$ cat src/rtl/alu_cmd_sequencer.sv
// alu_cmd_sequencer: drives a combinational ALU from a valid/ready command channel and returns results on a valid/ready response channel
// Ports:
//   clk, rst                 clock and synchronous active-high reset
//   cmd_valid/ready/op/a/b   command channel; cmd_use_acc selects acc as operand A
//   alu_inp1/inp2/opcode     registered operands and opcode to the external ALU
//   alu_out/alu_overflow     ALU result and overflow
//   rsp_valid/ready/data     response channel; rsp_ovf/rsp_err qualify rsp_data
//   acc                      accumulator, updated from accepted error-free responses
//   ovf_count                saturating count of accepted overflowed responses
//   busy                     high outside IDLE
module alu_cmd_sequencer #(
    parameter int WIDTH     = 4,
    parameter int OVF_CNT_W = 8
) (
    input  logic                 clk,
    input  logic                 rst,
    input  logic                 cmd_valid,
    output logic                 cmd_ready,
    input  logic [2:0]           cmd_op,
    input  logic [WIDTH-1:0]     cmd_a,
    input  logic [WIDTH-1:0]     cmd_b,
    input  logic                 cmd_use_acc,
    output logic [WIDTH-1:0]     alu_inp1,
    output logic [WIDTH-1:0]     alu_inp2,
    output logic [2:0]           alu_opcode,
    input  logic [WIDTH-1:0]     alu_out,
    input  logic                 alu_overflow,
    output logic                 rsp_valid,
    input  logic                 rsp_ready,
    output logic [WIDTH-1:0]     rsp_data,
    output logic                 rsp_ovf,
    output logic                 rsp_err,
    output logic [WIDTH-1:0]     acc,
    output logic [OVF_CNT_W-1:0] ovf_count,
    output logic                 busy
);
    typedef enum logic [1:0] {IDLE, EXEC, RESP} state_t;
    state_t state;
    assign cmd_ready = state == IDLE;
    assign busy      = state != IDLE;
    always_ff @(posedge clk) begin
        if (rst) begin
            state      <= IDLE;
            acc        <= '0;
            ovf_count  <= '0;
            rsp_valid  <= 1'b0;
            rsp_data   <= '0;
            rsp_ovf    <= 1'b0;
            rsp_err    <= 1'b0;
            alu_inp1   <= '0;
            alu_inp2   <= '0;
            alu_opcode <= 3'b111;
        end else begin
            case (state)
                IDLE: if (cmd_valid) begin
                    if (cmd_op != 3'b000) begin
                        alu_opcode <= cmd_op;
                        alu_inp1   <= cmd_use_acc ? acc : cmd_a;
                        alu_inp2   <= cmd_b;
                        state      <= EXEC;
                    end else begin
                        // illegal opcode bypasses the ALU; its inputs keep the idle code
                        rsp_err   <= 1'b1;
                        rsp_data  <= '0;
                        rsp_ovf   <= 1'b0;
                        rsp_valid <= 1'b1;
                        state     <= RESP;
                    end
                end
                EXEC: begin
                    rsp_data  <= alu_out;
                    // only add and subtract report a meaningful overflow
                    rsp_ovf   <= alu_overflow && (alu_opcode == 3'b001 || alu_opcode == 3'b010);
                    rsp_err   <= 1'b0;
                    rsp_valid <= 1'b1;
                    state     <= RESP;
                end
                RESP: if (rsp_ready) begin
                    rsp_valid  <= 1'b0;
                    acc        <= rsp_err ? acc : rsp_data;
                    ovf_count  <= (rsp_ovf && !(&ovf_count)) ? ovf_count + 1'b1 : ovf_count;
                    alu_opcode <= 3'b111;
                    alu_inp1   <= '0;
                    alu_inp2   <= '0;
                    state      <= IDLE;
                end
                default: state <= IDLE;
            endcase
        end
    end
endmodule
$ cat config.mk
export PLATFORM = sky130hd
export DESIGN_NAME = alu_cmd_sequencer
export DESIGN_NICKNAME = d
export VERILOG_FILES = /design/src/rtl/alu_cmd_sequencer.sv
export SDC_FILE = /design/constraint.sdc
export NUM_CORES = 1
export LEC_CHECK = 0
export CORE_MARGIN = 2
export CORE_UTILIZATION = 25
export CTS_CLUSTER_DIAMETER = 40
export DETAILED_ROUTE_END_ITERATION = 10
export GPL_TIMING_DRIVEN = 0
export SYNTH_ARGS = -nofsm -noshare
export SYNTH_HDL_FRONTEND = slang
export SYNTH_SLANG_ARGS = --single-unit
$ cat constraint.sdc
create_clock -name clk -period 2.8 [get_ports clk]
set_clock_uncertainty 0.15 [all_clocks]
set_input_delay 0.28 -clock clk [delete_from_list [all_inputs] [get_ports clk]]
set_output_delay 0.28 -clock clk [all_outputs]
set_load 0.02 [all_outputs]
==> metrics.txt <==
# TYPE chip_impl_metric gauge
chip_impl_metric{name="post-cts-setup-buffer-count",unit=""} 0
chip_impl_metric{name="drt-wirelength-per-cell",unit="µm"} 12.2
chip_impl_metric{name="syn-instance-count",unit=""} 129
chip_impl_metric{name="synth_area_per_cell",unit="µm²"} 9.99
chip_impl_metric{name="floorplan.initialDensity",unit="%"} 25.6
chip_impl_metric{name="grt.overflow.total",unit=""} 0
chip_impl_metric{name="power_frac_seq",unit="%"} 48.1
chip_impl_metric{name="reg2regPathDepth",unit=""} 5
chip_impl_metric{name="cts_buf_count",unit=""} 5
chip_impl_metric{name="post_route_cells_drive_above_1_share",unit="%"} 9.14
chip_impl_metric{name="dieHeight",unit="µm"} 75.8
chip_impl_metric{name="antenna_violations_before_repair",unit=""} 0
chip_impl_metric{name="worstPathMaxFanout",unit=""} 7
chip_impl_metric{name="clock_tree.htree_level_count",unit=""} 2
chip_impl_metric{name="worst_slew_pin_slew",unit="ns"} 0.636
chip_impl_metric{name="n_fill_cell",unit=""} 517
chip_impl_metric{name="cts_sinks",unit=""} 32
chip_impl_metric{name="setup-tns-final",unit="ns"} 0
chip_impl_metric{name="switching_power_total",unit="µW"} 242
chip_impl_metric{name="placeableCoreArea",unit="mm²"} 0.00504
chip_impl_metric{name="hold_viol",unit=""} 0
chip_impl_metric{name="remaining_drc_errors",unit=""} 0
chip_impl_info{name="cp-end-kind",value="output port"} 1
chip_impl_info{name="synth_top_flop_cell",value="sky130_fd_sc_hd__dfxtp_1"} 1
chip_impl_metric{name="grt_start_max_net_pins",unit=""} 11
chip_impl_metric{name="pwr-share-clk",unit="%"} 37.8
chip_impl_metric{name="clock_insertion_delay_worst_skew",unit="ns"} 0.28
chip_impl_metric{name="postCtsHoldBufs",unit=""} 0
chip_impl_metric{name="dieArea",unit="mm²"} 0.00574
chip_impl_metric{name="setup_violations",unit=""} 0
chip_impl_metric{name="fin_crit_sh",unit="%"} 69.9
chip_impl_metric{name="place.port_buffers",unit=""} 50
chip_impl_metric{name="die_w",unit="µm"} 75.8
chip_impl_metric{name="fraction_of_registers_with_async_set_reset",unit="%"} 0
chip_impl_metric{name="finalWeightedCongestion",unit=""} 0.763
chip_impl_info{name="rsz_0062_raised_after_global_routing",value="false"} 1
chip_impl_metric{name="power.share.combinational",unit="%"} 14.1
chip_impl_metric{name="final_period_minus_worst_setup_slack",unit="ns"} 1.96
chip_impl_metric{name="hpwl",unit="µm"} 2370
chip_impl_metric{name="crit_arrival",unit="ns"} 1.53
chip_impl_metric{name="drt_first_iter_violations",unit=""} 38
chip_impl_metric{name="yosys_register_bits",unit=""} 32
chip_impl_metric{name="timing.max_slew.rel_slack",unit="%"} 57.6
chip_impl_metric{name="grt_pass1_vias",unit=""} 1035
chip_impl_metric{name="worst_setup_hold_path_clk_slew",unit="ns"} 0.06
chip_impl_metric{name="finish.net_count",unit=""} 208
chip_impl_metric{name="yosys_warnings",unit=""} 0
chip_impl_info{name="outcome",value="completed"} 1
chip_impl_info{name="cts_tree",value="built"} 1
chip_impl_metric{name="pwr_density_cell",unit="mW/mm²"} 511
chip_impl_metric{name="max_clock_freq",unit="MHz"} 511
chip_impl_info{name="min-delay-path-class",value="input pin to flip-flop"} 1
chip_impl_metric{name="max_cap_viol_count",unit=""} 0
chip_impl_metric{name="grt_usage",unit="%"} 12.1
chip_impl_metric{name="seqCellArea",unit="µm²"} 641
chip_impl_metric{name="switching_share",unit="%"} 24.0
chip_impl_metric{name="ioPinCount",unit=""} 53
chip_impl_metric{name="hold-path-cell-count",unit=""} 2
chip_impl_metric{name="multi_input_comb_area",unit="µm²"} 584
chip_impl_metric{name="placementRows",unit=""} 26
chip_impl_metric{name="critical_path_required",unit="ns"} 2.37
chip_impl_metric{name="maximum_clock_path_buffer_count",unit=""} 2
chip_impl_metric{name="layout-area-overhead-vs-synth",unit="%"} 53.1
chip_impl_metric{name="irDropWorstVdd",unit="µV"} 234
chip_impl_info{name="critPathLaunchType",value="flip-flop"} 1
chip_impl_metric{name="ys_types",unit=""} 34
chip_impl_metric{name="timing.final.max_slew_violations",unit=""} 0
chip_impl_metric{name="drt-total-wl",unit="µm"} 3120
chip_impl_metric{name="grt_first_pass_wirelength",unit="µm"} 5040
chip_impl_metric{name="route.antenna.remaining_nets",unit=""} 0
chip_impl_metric{name="number_of_detailed_routing_iterations_run_before_antenna_repair",unit=""} 4
chip_impl_metric{name="vias_per_cell",unit=""} 4.46
chip_impl_metric{name="cts_resized",unit=""} 0
chip_impl_metric{name="synth.cell_area",unit="mm²"} 0.00129
chip_impl_metric{name="synth_enable_flop_cells",unit=""} 0
chip_impl_metric{name="synth.yosys.seq_area_share",unit="%"} 49.7
chip_impl_metric{name="leakage",unit="µW"} 0.000705
chip_impl_metric{name="design_area",unit="mm²"} 0.00197
chip_impl_metric{name="vias_post_dr",unit=""} 1142
chip_impl_info{name="path_class",value="flip-flop to output port"} 1
chip_impl_info{name="cts.root.buffer_cell",value="sky130_fd_sc_hd__clkbuf_8"} 1
chip_impl_metric{name="insertedDiodeCount",unit=""} 0
chip_impl_metric{name="placedInstanceArea",unit="mm²"} 0.00188
chip_impl_metric{name="synth.net_count",unit=""} 151
chip_impl_metric{name="intPower",unit="µW"} 767
## cell families after synthesis
family / share of synthesized area [%]
and+or+nand+nor: 15.1
AOI/OAI and AO/OA: 20.9
DFF: 49.7
buffers and inverters: 4.95
muxes: 6.99
xor gates and xnor gates: 1.36
adders and majority gates: 0.971
## placed cells by master, fill, tap and decap left out
| cell type | n |
|---|---|
| sky130_fd_sc_hd__a211oi_1 | 1 |
| sky130_fd_sc_hd__a21oi_1 | 7 |
| sky130_fd_sc_hd__a22o_1 | 5 |
| sky130_fd_sc_hd__a22o_2 | 4 |
| sky130_fd_sc_hd__a311oi_2 | 1 |
| sky130_fd_sc_hd__a31oi_1 | 2 |
| sky130_fd_sc_hd__and3b_1 | 1 |
| sky130_fd_sc_hd__buf_1 | 1 |
| sky130_fd_sc_hd__buf_2 | 1 |
| sky130_fd_sc_hd__buf_6 | 2 |
| sky130_fd_sc_hd__clkbuf_1 | 2 |
| sky130_fd_sc_hd__clkbuf_8 | 7 |
| sky130_fd_sc_hd__clkdlybuf4s50_1 | 50 |
| sky130_fd_sc_hd__dfxtp_1 | 32 |
| sky130_fd_sc_hd__ha_1 | 1 |
| sky130_fd_sc_hd__inv_1 | 5 |
| sky130_fd_sc_hd__inv_4 | 1 |
| sky130_fd_sc_hd__mux2i_1 | 9 |
| sky130_fd_sc_hd__nand2_1 | 7 |
| sky130_fd_sc_hd__nand3_1 | 4 |
| sky130_fd_sc_hd__nand4_1 | 1 |
| sky130_fd_sc_hd__nand4b_1 | 1 |
| sky130_fd_sc_hd__nor2_1 | 10 |
| sky130_fd_sc_hd__nor2b_1 | 1 |
| sky130_fd_sc_hd__nor3_1 | 2 |
| sky130_fd_sc_hd__nor3b_1 | 1 |
| sky130_fd_sc_hd__o21a_1 | 1 |
| sky130_fd_sc_hd__o21ai_0 | 8 |
| sky130_fd_sc_hd__o21bai_4 | 1 |
| sky130_fd_sc_hd__o22a_1 | 3 |
| sky130_fd_sc_hd__o31ai_1 | 3 |
| sky130_fd_sc_hd__or3_1 | 5 |
| sky130_fd_sc_hd__or4_1 | 3 |
| sky130_fd_sc_hd__or4b_1 | 1 |
| sky130_fd_sc_hd__xnor2_1 | 1 |
| sky130_fd_sc_hd__xor2_1 | 1 |
## worst max-delay path, stage by stage (launching register included)
cell and delay (ns):
sky130_fd_sc_hd__dfxtp_1 0.36, sky130_fd_sc_hd__nor2_1 0.23, sky130_fd_sc_hd__clkdlybuf4s50_1 0.66
## registers in the layout (all words and copies together) (netlist names)
register and count:
rsp_err 1, acc 4, ovf_count 8, rsp_ovf 1, alu_opcode 3, alu_inp2 4
alu_inp1 4, rsp_data 4, state 2, rsp_valid 1
## per-layer routing
metal | up-vias | GRT usage [%] | wire [µm] | part of all wire [%]
li1 | 587 | - | - | -
met1 | 504 | 15.7 | 1400 | 45
met2 | 45 | 16.0 | 1310 | 42
met3 | 6 | 7.41 | 359 | 12
met4 | 0 | 4.68 | 48 | 1.5
met5 | - | 0 | 0 | 0
## worst paths after layout
kind	slack [ns]	to	start
hold reg to reg	0.31	alu_inp1[1]$_SDFFE_PP0P_	alu_inp1[1]$_SDFFE_PP0P_
setup / recovery	0.84	cmd_ready	state[1]$_SDFFE_PP0P_
hold / removal	0.16	ovf_count[5]$_SDFFE_PP0P_	rst
setup reg to reg	1.13	ovf_count[3]$_SDFFE_PP0P_	state[1]$_SDFFE_PP0P_
## cells in the mapped netlist (2+ instances only)
| master | count | area share [%] |
|---|---|---|
| sky130_fd_sc_hd__o21ai_0 | 8 | 3.1 |
| sky130_fd_sc_hd__inv_1 | 5 | 1.5 |
| sky130_fd_sc_hd__o22a_1 | 3 | 2.0 |
| sky130_fd_sc_hd__clkbuf_1 | 2 | 0.58 |
| sky130_fd_sc_hd__nand3_1 | 4 | 1.6 |
| sky130_fd_sc_hd__or3_1 | 5 | 2.4 |
| sky130_fd_sc_hd__mux2i_1 | 9 | 7.0 |
| sky130_fd_sc_hd__a21oi_1 | 7 | 2.7 |
| sky130_fd_sc_hd__a22o_2 | 4 | 3.1 |
| sky130_fd_sc_hd__nand2_1 | 7 | 2.0 |
| sky130_fd_sc_hd__a31oi_1 | 2 | 0.97 |
| sky130_fd_sc_hd__or4_1 | 3 | 1.7 |
| sky130_fd_sc_hd__o31ai_1 | 3 | 1.7 |
| sky130_fd_sc_hd__a22o_1 | 5 | 3.4 |
| sky130_fd_sc_hd__nor3_1 | 2 | 0.78 |
| sky130_fd_sc_hd__buf_6 | 2 | 1.7 |
| sky130_fd_sc_hd__nor2_1 | 10 | 2.9 |
| sky130_fd_sc_hd__dfxtp_1 | 32 | 50 |
## cell type report
class                   count  area share, %
well taps                  70           4.44
plain buffers               6           1.97
repair buffers             50           25.4
inverters                   6           1.27
flip-flops and latches     32           32.5
clock buffers               7           4.88
multi-input cells          85           29.6
## power by group through the flow
stage                     Sequential [µW]  Clock [µW]  Combinational, µW
after floorplan                       511           0               51.0
after global placement                495           0                143
after detailed placement              495           0                144
after CTS                             485         398                145
after global routing                  487         422                154
final                                 485         381                142
## metrics by stage
stage / power, µW / instances / utilization, % / setup WS, ns / hold slack, ns
after floorplan: 562 / 129 / - / 0.851 / 0.263
after global placement: 638 / 249 / 37.2 / 0.542 / 0.286
after detailed placement: 639 / 249 / 37.2 / 0.562 / 0.299
after CTS: 1030 / 256 / 39.1 / 0.828 / 0.156
after global routing: 1060 / 256 / 39.1 / 0.682 / 0.169
final: 1010 / 256 / 39.1 / 0.843 / 0.161
Power figures use the tool's default switching activity.
